$ cat src/rtl/pmem_arbiter.sv
// Arbitrates the shared line-wide physical memory port between the I-side and D-side
// cache miss paths: one transaction in flight, response steered back to its owner.
`timescale 1ns/1ps

module pmem_arbiter #(
   parameter int ROUND_ROBIN = 1,
   parameter int ADDR_W      = 32,
   parameter int LINE_W      = 256
) (
   input  logic              clk,
   input  logic              rst,

   input  logic              i_read,
   input  logic              i_write,
   input  logic [ADDR_W-1:0] i_address,
   input  logic [LINE_W-1:0] i_wdata,
   output logic              i_resp,
   output logic [LINE_W-1:0] i_rdata,

   input  logic              d_read,
   input  logic              d_write,
   input  logic [ADDR_W-1:0] d_address,
   input  logic [LINE_W-1:0] d_wdata,
   output logic              d_resp,
   output logic [LINE_W-1:0] d_rdata,

   input  logic              pmem_resp,
   input  logic [LINE_W-1:0] pmem_rdata,
   output logic              pmem_read,
   output logic              pmem_write,
   output logic [ADDR_W-1:0] pmem_address,
   output logic [LINE_W-1:0] pmem_wdata,

   output logic              busy
);

   typedef enum logic [1:0] {
      IDLE    = 2'd0,
      SERVE_I = 2'd1,
      SERVE_D = 2'd2
   } state_t;

   state_t              state_q, state_d;
   logic                last_grant_q, last_grant_d;   // 0 = I won last, 1 = D won last
   logic                op_write_q, op_write_d;
   logic [ADDR_W-1:0]   op_addr_q, op_addr_d;
   logic [LINE_W-1:0]   op_wdata_q, op_wdata_d;

   logic req_i, req_d;
   logic grant_i, grant_d;

   assign req_i = i_read | i_write;
   assign req_d = d_read | d_write;

   // On a tie, round-robin hands the grant to the side that lost last time;
   // fixed priority leaves grant_i low so D always wins.
   assign grant_i = req_i & (~req_d | ((ROUND_ROBIN != 0) & last_grant_q));
   assign grant_d = req_d & ~grant_i;

   always_comb begin
      // NOTE: every variable written here gets a default first, so no path can leave
      // one unassigned and infer a latch.
      state_d      = state_q;
      last_grant_d = last_grant_q;
      op_write_d   = op_write_q;
      op_addr_d    = op_addr_q;
      op_wdata_d   = op_wdata_q;
      pmem_read    = 1'b0;
      pmem_write   = 1'b0;
      i_resp       = 1'b0;
      d_resp       = 1'b0;
      busy         = 1'b0;

      case (state_q)
         IDLE: begin
            // A simultaneous read+write from one side is treated as a write.
            if (grant_i) begin
               state_d      = SERVE_I;
               last_grant_d = 1'b0;
               op_write_d   = i_write;
               op_addr_d    = i_address;
               op_wdata_d   = i_wdata;
            end else if (grant_d) begin
               state_d      = SERVE_D;
               last_grant_d = 1'b1;
               op_write_d   = d_write;
               op_addr_d    = d_address;
               op_wdata_d   = d_wdata;
            end
         end

         SERVE_I: begin
            busy       = 1'b1;
            pmem_read  = ~op_write_q;
            pmem_write = op_write_q;
            i_resp     = pmem_resp;
            if (pmem_resp) state_d = IDLE;
         end

         SERVE_D: begin
            busy       = 1'b1;
            pmem_read  = ~op_write_q;
            pmem_write = op_write_q;
            d_resp     = pmem_resp;
            if (pmem_resp) state_d = IDLE;
         end

         default: state_d = IDLE;
      endcase
   end

   // Address and data come straight from the latches, so they hold steady for the
   // whole transaction whatever the requesters do with their inputs.
   assign pmem_address = op_addr_q;
   assign pmem_wdata   = op_wdata_q;
   assign i_rdata      = pmem_rdata;
   assign d_rdata      = pmem_rdata;

   always_ff @(posedge clk) begin
      // NOTE: sequential state uses non-blocking assignments so every register here
      // samples the pre-edge values, independent of statement order.
      if (rst) begin
         state_q      <= IDLE;
         last_grant_q <= 1'b1;
         op_write_q   <= 1'b0;
         // NOTE: the wide address/line latches are reset as well, because they drive
         // pmem_address/pmem_wdata directly and those must read zero after reset.
         op_addr_q    <= '0;
         op_wdata_q   <= '0;
      end else begin
         state_q      <= state_d;
         last_grant_q <= last_grant_d;
         op_write_q   <= op_write_d;
         op_addr_q    <= op_addr_d;
         op_wdata_q   <= op_wdata_d;
      end
   end

endmodule

$ cat config.mk
export PLATFORM = sky130hd
export DESIGN_NAME = pmem_arbiter
export DESIGN_NICKNAME = d
export VERILOG_FILES = /design/src/rtl/pmem_arbiter.sv
export SDC_FILE = /design/constraint.sdc
export NUM_CORES = 1
export LEC_CHECK = 0
export CAP_MARGIN = 20
export CORE_AREA = 2 2 645 647
export DETAILED_ROUTE_END_ITERATION = 16
export DIE_AREA = 0 0 647 649
export GPL_ROUTABILITY_DRIVEN = 0
export SLEW_MARGIN = 20
export SYNTH_ARGS = -nofsm -noshare
export SYNTH_HDL_FRONTEND = slang
export SYNTH_SLANG_ARGS = --single-unit
$ cat constraint.sdc
create_clock -name clk -period 2 [get_ports clk]
set_input_delay 0.3 -clock clk [delete_from_list [all_inputs] [get_ports clk]]
set_output_delay 0.3 -clock clk [all_outputs]
set_load 0.02 [all_outputs]
# After elaboration in Yosys (flattened, before gate mapping)
# Cells that the tools add are included.
dict set report op_classes {
  mux 17
  bitwise 8
  n_reduce_logical 5
  n_eq_ne 4
}
# op count
set ops {}
lappend ops {{256-bit two-way mux} 2}
lappend ops {{32-bit two-way mux} 2}
lappend ops {{1-bit two-way mux} 9}
lappend ops {{2-bit two-way mux} 3}
lappend ops {{2-bit case mux with 2 select lines} 1}
lappend ops {{2-bit AND reduction} 2}
lappend ops {{3-bit inequality test (second input constant)} 1}
lappend ops {{1-bit inverter} 3}
lappend ops {{1-bit bitwise OR} 3}
lappend ops {{1-bit AND} 2}
lappend ops {{2-bit by 1-bit == test with 1-bit output (second input constant)} 1}
lappend ops {{2-bit == test (second input constant)} 1}
lappend ops {{2-bit zero test} 1}
lappend ops {{2-bit by 1-bit inequality test with 1-bit output (second input constant)} 1}
lappend ops {{2-bit nonzero test} 1}
lappend ops {{2-bit OR reduction} 1}
dict set report totals {
  word_cells 39
  ff_bits 292
  output_inout_bits 805
  in_bits 839
}

# Depth between registers and ports, before layout
# Gate-level depths: netlist of run 1.
dict set report logic_depth {
  ltp_word 9
  mapped_depth 8
  depth_no_buf 5
}

# Worst setup path before layout of run 1
# No wires, ideal clock.
dict set report synth_timing {
  path_kind {input port to flip-flop}
  from {in i_write}
  to {reg op_wdata_q[100], in the netlist pmem_wdata[100]}
  setup_time_ns 0.119
  path_buffers 3
  t_required_ns 1.881
  cell_stages 6
  setup_slack_ns 0.375
  arrival_ns 1.506
  path_cell_list {or2_1 > buf_2 > a211o_4 > buf_6 > buf_6 > o221a_1}
}
dict set report synth_between {
  elab_chain_cells 6
  word_cells_on_any_way 7
  classes_between {1 x mux; 4 x bitwise; 2 x reduce/logical}
}
# item line
set synth_lines {}
lappend synth_lines {{start, declared} 14} ;# input logic i_write,
lappend synth_lines {{1-bit bitwise OR (*)} 52} ;# assign req_i = i_read | i_write;
lappend synth_lines {{1-bit AND (*)} 57} ;# assign grant_i = req_i & (~req_d | ((ROUND_ROBIN != 0) & last_grant_q));
lappend synth_lines {{1-bit inverter} 58} ;# assign grant_d = req_d & ~grant_i;
lappend synth_lines {{1-bit AND} 58}
lappend synth_lines {{2-bit nonzero test (no source line)} --}
lappend synth_lines {{2-bit AND reduction (no source line)} --}
lappend synth_lines {{end signal, assigned} 135} ;# op_wdata_q <= op_wdata_d;
lappend synth_lines {{end, declared} 47} ;# logic [LINE_W-1:0] op_wdata_q, op_wdata_d;
# Every way passes the cells marked *; elsewhere a longest branch is shown, timed or not.
# A chain may end at the register's enable or synchronous reset.

# Worst setup path in the final report of run 1
dict set report layout_timing {
  from {reg state_q[0]}
  to {out pmem_read}
}
dict set report layout_between {
  elab_chain_cells 3
  word_cells_on_any_way 4
  classes_between {2 x eq/ne; 1 x mux; 1 x reduce/logical}
}
# item line
set layout_lines {}
lappend layout_lines {{start, declared} 43} ;# state_t state_q, state_d;
lappend layout_lines {{start signal, assigned} 131} ;# state_q <= state_d;
lappend layout_lines {{2-bit == test / 2-bit by 1-bit == test with 1-bit output (equally long branches)} 74} ;# case (state_q)
lappend layout_lines {{2-bit OR reduction (no source line) (*)} --}
lappend layout_lines {{1-bit two-way mux (*)} --}
lappend layout_lines {{end, declared} 29} ;# output logic pmem_read,
# Marked as above.

==> flow_metrics.env, run 1 <==
export IMPL_period_needed_ns=2.026
export IMPL_dr_wl_met3_mm=84.87
export IMPL_setup_violations=3
export IMPL_io_pins=1644
export IMPL_total_power_mw=34.86
export IMPL_p_leak_nw=9.839
export IMPL_cts_path_max_buffers=3
export IMPL_via_per_inst=2.278
export IMPL_fmax_mhz=493.7
export IMPL_r2r_start="state_q[0]$_SDFFE_PP0P_"
export IMPL_grt_total_usage_pct=14.41
export IMPL_grt_overflow=0
export IMPL_dieArea_um2=419900
export IMPL_ys_seq_area_share_pct=35.34
export IMPL_grt_first_pass_wirelength_mm=351.2
export IMPL_violations="setup timing"
export IMPL_grt_pass1_vias=16070
export IMPL_drcViolationCount=0
export IMPL_antenna_found_initial=238
export IMPL_cp_slowest_cell="dfxtp_2"
export IMPL_syn_avg_cell_area_um2=8.883
export IMPL_port_buffers=875
export IMPL_path_max_fanout=4
export IMPL_clk_latency_ns=0.76
export IMPL_crit_required_ns=1.70
export IMPL_clkSinkCount=292
export IMPL_top_layer_used="met5"
export IMPL_hold_slack_ns=0.1144
export IMPL_synth_mux_area_share_pct=0
export IMPL_synthDistinctLibCells=31
export IMPL_path_cells="inv_2, ha_4, nor2b_4, buf_12"
export IMPL_dp_slack_ns=-0.5279
export IMPL_power_density_nw_per_um2=1163
export IMPL_report_final_slew_viol_count=0
export IMPL_dp_hpwl_mm=290.0
export IMPL_holdPathStages=3
export IMPL_row_count=236
export IMPL_post_drt_wl_per_cell_um=40.30
export IMPL_timing_slew_headroom_pct=62.59
export IMPL_cpPeakStageDelay_ns=0.33
export IMPL_startpoint_type="register"
export IMPL_crit_path_start="state_q[0]$_SDFFE_PP0P_"
export IMPL_die_w_um=647
export IMPL_dr_wl_met2_mm=136.0
export IMPL_ir_drop_v=0.0006788
export IMPL_worstSetupPathType="reg -> out"
export IMPL_cp_end_kind="primary output"
export IMPL_hold_viol_final=0
export IMPL_drtIter0Drc=1493
export IMPL_htree_levels=2
export IMPL_drt_met1_wl_mm=75.23
export IMPL_rrSetupSlack_ns=0.18
export IMPL_syn_to_final_growth_pct=81.17
export IMPL_timing_final_ws_setup_ns=-0.02568
export IMPL_hp_start="d_address[29]"
export IMPL_synth_fa_ha_area_share_pct=0.2269
export IMPL_grt_max_degree=47
export IMPL_core_area_um2=412500
export IMPL_synth_cells=1862
export IMPL_r2r_cells=7
export IMPL_root_buffer="clkbuf_16"
export IMPL_cap_violations=0
export IMPL_syn_nets=2704
export IMPL_synth_top_family_by_area="buffers and inverters"
export IMPL_worst_pin_slew_ns=0.5634
export IMPL_die_h_um=649
export IMPL_drt_wl_total_mm=313.7
export IMPL_synth_seq_cells=292
export IMPL_synthSimpleGateAreaFrac_pct=1.112
export IMPL_critPathArrivalTime_ns=1.73
export IMPL_period_share_pct=101.3
export IMPL_synthXorXnorAreaFrac_pct=0
export IMPL_hold_path_class="in -> reg"
export IMPL_min_to="pmem_address[29]$_SDFFE_PP0P_"
export IMPL_dr_pass1_iters=8
export IMPL_ant_nets=0
export IMPL_fin_nets=3071
export IMPL_synth_compound_area_share_pct=29.29
export IMPL_start_util_pct=4.010
export IMPL_cts_buffers=48
export IMPL_tritoncts="built"
export IMPL_rsz0062_at_grt="true"
export IMPL_path_clk_slew_ns=0.06
export IMPL_syn_cell_area_um2=16540
export IMPL_utilization_pct=7.265
export IMPL_yosys_warnings=0
export IMPL_r2r_end="pmem_wdata[149]$_SDFFE_PP0P_"
export IMPL_vias=17740
export IMPL_worst_clock_skew_ns=0.03375
export IMPL_drive_above_1_share_pct=17.16
export IMPL_status="finished, violations left"
sequential cells by signal, indices dropped and copies added (netlist names):
signal and count:
pmem_address 32, state_q 2, op_write_q 1, pmem_wdata 256, last_grant_q 1
Yosys cell counts, drive strengths merged:
| master | number | share of area [%] |
|---|---|---|
| nor4 | 1 | 0.038 |
| nor4b | 1 | 0.053 |
| a21oi | 263 | 8.0 |
| a211oi | 26 | 1.2 |
| nand3b | 1 | 0.045 |
| nand3 | 1 | 0.030 |
| buf | 601 | 27 |
| o32ai | 2 | 0.11 |
| or2 | 2 | 0.076 |
| nor2b | 2 | 0.076 |
| o21ai | 25 | 0.76 |
| and2 | 3 | 0.11 |
| a211o | 1 | 0.11 |
| clkbuf | 48 | 1.1 |
| dfxtp | 292 | 35 |
| o21ba | 1 | 0.061 |
| o221a | 263 | 18 |
| inv | 266 | 6.0 |
| o41ai | 1 | 0.053 |
| nor2 | 28 | 0.64 |
| nand2 | 2 | 0.045 |
| ha | 3 | 0.23 |
| o21bai | 2 | 0.11 |
| o41a | 1 | 0.068 |
| a31oi | 26 | 0.98 |
worst max path at each step:
stage                                   endpoint  cells past startpoint  slack (ns)
floorplan           pmem_wdata[100]$_SDFFE_PP0P_                      6        0.38
global placement    pmem_wdata[135]$_SDFFE_PP0P_                      8       -0.50
detailed placement  pmem_wdata[123]$_SDFFE_PP0P_                      8       -0.53
CTS                                    pmem_read                      4       -0.14
global route                           pmem_read                      4       -0.14
finish                                 pmem_read                      4       -0.03
stage by stage:
| stage | instances | TNS [ns] | area (um2) |
|---|---|---|---|
| floorplan | 1862 | 0 | 16540 |
| global placement | 7650 | -123.19 | 28290 |
| detailed placement | 7650 | -132.12 | 28290 |
| CTS | 7740 | -0.4909 | 29890 |
| global route | 7771 | -0.3641 | 29930 |
| finish | 7785 | -0.04336 | 29970 |
kinds of logic (layout without fill, tap and decap cells):
group / after synthesis / in the layout
and+or+nand+nor: 41 / 41
AOI/OAI and AO/OA: 611 / 611
buffers and inverters: 915 / 1320
adders and majority gates: 3 / 3
other: 0 / 44
DFF: 292 / 292
placed cells by master (no fill, tap or decap), types with 3 or more instances in the layout:
cell type and count:
clkbuf_1 7, a21oi_1 263, o221a_1 250, clkinv_2 6, clkbuf_8 5, nor2_1 28, dlygate4sd2_1 92, a211oi_1 26
clkdlybuf4s15_1 13, o21ai_0 25, clkinvlp_4 4, inv_1 264, clkbuf_16 49, inv_6 3, o221a_2 13, clkbuf_2 9
dfxtp_2 3, dfxtp_1 289, clkdlybuf4s50_1 581, buf_12 36, a31oi_1 26, buf_4 200, clkinv_4 8, bufinv_16 4
clkdlybuf4s15_2 31, diode_2 44, and2_4 3
worst max-delay path: cells and delay by family (launching register included):
family                     cells  cell delay (ns)
DFF                            1             0.33
buffers and inverters          2             0.20
and+or+nand+nor                1             0.17
adders and majority gates      1             0.29
power breakdown:
part / total, mW / switching, mW / internal, mW / leakage (nW)
clock: 9.41 / 4.17 / 5.23 / 0.795
combinational: 16.9 / 11.1 / 5.83 / 6.61
sequential: 8.55 / 1.08 / 7.47 / 2.44
repair_timing:
action                                  CTS  global route
hold buffers                              1             0
gates resized for setup                 244            15
endpoints found under the hold margin     7             0
buffers inserted                          1             1
endpoints found under the setup margin  150            14
pin swaps                                 1             1
cell type report:
cell class | instances | area, um2
Sequential cell | 292 | 5849
Tap cell | 5474 | 6849
Inverter | 266 | 998.5
Clock inverter | 27 | 316.6
Timing Repair Buffer | 966 | 9409
Clock buffer | 61 | 1321
Antenna cell | 44 | 110.1
Multi-Input combinational cell | 655 | 5114
Fill cell | 48140 | 382500
layer usage:
layer / GRT usage, % / vias up
met4: 5.996 / 94
met3: 18.36 / 712
met5: 1.259 / -
met2: 22.34 / 2243
li1: - / 6751
met1: 9.817 / 7936
No activity file was read; power rests on OpenSTA's default activity.
==> run 2, diff against run 1 <==
Settings changed: RECOVER_POWER from default to 25, TNS_END_PERCENT from default to 20.
==> run 2 against run 1 <==
The run still ends with setup timing left. Sequential power is essentially flat. Sequential share of layout area is essentially flat. Sequential cell count is the same. Non-clock buffer count grew 1. Critical endpoint is now pmem_write. Clock-buffer cell count is the same. Combinational power is essentially flat. Largest cell class unchanged. First-iteration DRC count grew 0.87%. Fmax grew 0.30%. Critical path depth is the same.
==> flow_metrics.env, run 2 (synthesized netlist as in run 1, its figures left out) <==
export IMPL_placed_area_um2=28290
export IMPL_tritoncts="built"
export IMPL_cpPeakStageDelay_ns=0.33
export IMPL_rsz0062_at_grt="true"
export IMPL_report_final_slew_viol_count=0
export IMPL_start_util_pct=4.010
export IMPL_stdcell_area_um2=29990
export IMPL_path_buf_inv=2
export IMPL_crit_path_start="state_q[1]$_SDFFE_PP0P_"
export IMPL_startpoint_type="register"
export IMPL_critPathArrivalTime_ns=1.72
export IMPL_drtIter0Drc=1506
export IMPL_grt_overflow=0
export IMPL_antenna_found_initial=237
export IMPL_drcViolationCount=0
export IMPL_power_density_nw_per_um2=1163
export IMPL_cp_depth=4
export IMPL_timing_final_ws_setup_ns=-0.01956
export IMPL_die_w_um=647
export IMPL_ir_drop_v=0.0006701
export IMPL_largest_reg_flops=256
export IMPL_path_max_fanout=4
export IMPL_p_leak_nw=9.848
export IMPL_utilization_pct=7.270
export IMPL_post_drt_wl_per_cell_um=40.24
export IMPL_cts_path_max_buffers=3
export IMPL_r2r_start="state_q[0]$_SDFFE_PP0P_"
export IMPL_period_needed_ns=2.020
export IMPL_core_area_um2=412500
export IMPL_ant_nets=0
export IMPL_worst_clock_skew_ns=0.03145
export IMPL_path_clk_slew_ns=0.06
export IMPL_cp_slowest_cell="dfxtp_2"
export IMPL_fin_nets=3072
export IMPL_r2r_cells=7
export IMPL_row_count=236
export IMPL_violations="setup timing"
export IMPL_dieArea_um2=419900
export IMPL_grt_first_pass_wirelength_mm=351.1
export IMPL_layout_commonest_cell="clkdlybuf4s50_1"
export IMPL_worst_pin_slew_ns=0.5279
export IMPL_hp_start="d_address[29]"
export IMPL_period_share_pct=101.0
export IMPL_cts_buffers=48
export IMPL_setup_violations=3
export IMPL_grt_total_usage_pct=14.41
export IMPL_hold_viol_final=0
export IMPL_dr_pass1_iters=5
export IMPL_port_buffers=875
export IMPL_drt_wl_total_mm=313.5
export IMPL_clkSinkCount=292
export IMPL_fmax_mhz=495.2
export IMPL_timing_slew_headroom_pct=64.95
export IMPL_via_per_inst=2.262
export IMPL_cap_violations=0
export IMPL_dp_slack_ns=-0.5279
export IMPL_clk_latency_ns=0.76
export IMPL_path_cells="inv_2, ha_4, and2_4, buf_12"
export IMPL_crit_family="flip-flops"
export IMPL_vias=17620
export IMPL_die_h_um=649
export IMPL_grt_max_degree=47
export IMPL_holdPathStages=3
export IMPL_worstSetupPathType="reg -> out"
export IMPL_drive_above_1_share_pct=17.20
export IMPL_mostFrequentLayoutCells="581 x clkdlybuf4s50_1, 289 x dfxtp_1, 264 x inv_1, 263 x a21oi_1, 250 x o221a_1"
export IMPL_root_buffer="clkbuf_16"
export IMPL_status="finished, violations left"
export IMPL_crit_required_ns=1.70
export IMPL_cp_end_kind="primary output"
export IMPL_dp_hpwl_mm=290.0
export IMPL_io_pins=1644
export IMPL_grt_pass1_vias=16080
export IMPL_syn_to_final_growth_pct=81.31
export IMPL_htree_levels=2
export IMPL_hold_path_class="in -> reg"
-- run 2: cell count changes in the layout (fill, tap and decap cells not counted), sizes merged --
| cell | before | now |
|---|---|---|
| buf | 239 | 240 |
| clkdlybuf4s15 | 44 | 43 |
| diode | 44 | 48 |
| dlygate4sd2 | 92 | 93 |
-- run 2: metal layers --
metal  global-route usage, %  wire (um)
met1                   9.833      74960
met2                   22.35     135300
met3                   18.35      84860
met4                   5.971      16940
met5                   1.098       1459
-- run 2: final timing paths --
kind                                        end  slack (ns)
hold reg to reg   pmem_address[11]$_SDFFE_PP0P_        0.50
setup reg to reg   pmem_wdata[149]$_SDFFE_PP0P_        0.20
setup / recovery                     pmem_write       -0.02
hold / removal    pmem_address[29]$_SDFFE_PP0P_        0.12
-- run 2: through the flow --
step                      total power [mW]   TNS, ns  hold WS, ns  cells
final                                34.88  -0.04451       0.1184   7790
after global routing                 36.92   -0.3631      0.06010   7775
after CTS                            35.90   -0.2884     0.003601   7739
after detailed placement             26.47   -132.12       0.4963   7650
after global placement               26.42   -123.19       0.4923   7650
after floorplan                      16.51         0       0.4631   1862
-- run 2: final cells by class --
class                   count  area, um2
diodes                     48      120.1
clock inverters            27      316.6
multi-input cells         655       5114
fillers                 48140     382500
flip-flops and latches    292       5849
inverters                 266      998.5
well taps                5474       6849
repair buffers            967       9422
clock buffers              61       1321
-- run 2: what timing repair did --
| item | in CTS | in global routing |
|---|---|---|
| gates resized for setup | 245 | 16 |
| pin swaps | 1 | 1 |
| gates cloned | 0 | 0 |
| hold buffers | 1 | 0 |
| endpoints found under the setup margin | 150 | 12 |
| setup buffers | 0 | 3 |
| hold endpoints to repair | 7 | 0 |
-- run 2: worst reg2reg max path: cells and delay by family (launching register included) --
family	cells	cell delay (ns)
buf+inv	4	0.65
compound gates	2	0.57
flops	1	0.32
fa+ha+maj	1	0.17
-- run 2: power by group --
group	switching (mW)	internal [mW]	total, mW
registers	1.08	7.47	8.55
clock network	4.17	5.23	9.40
logic	11.1	5.85	16.9
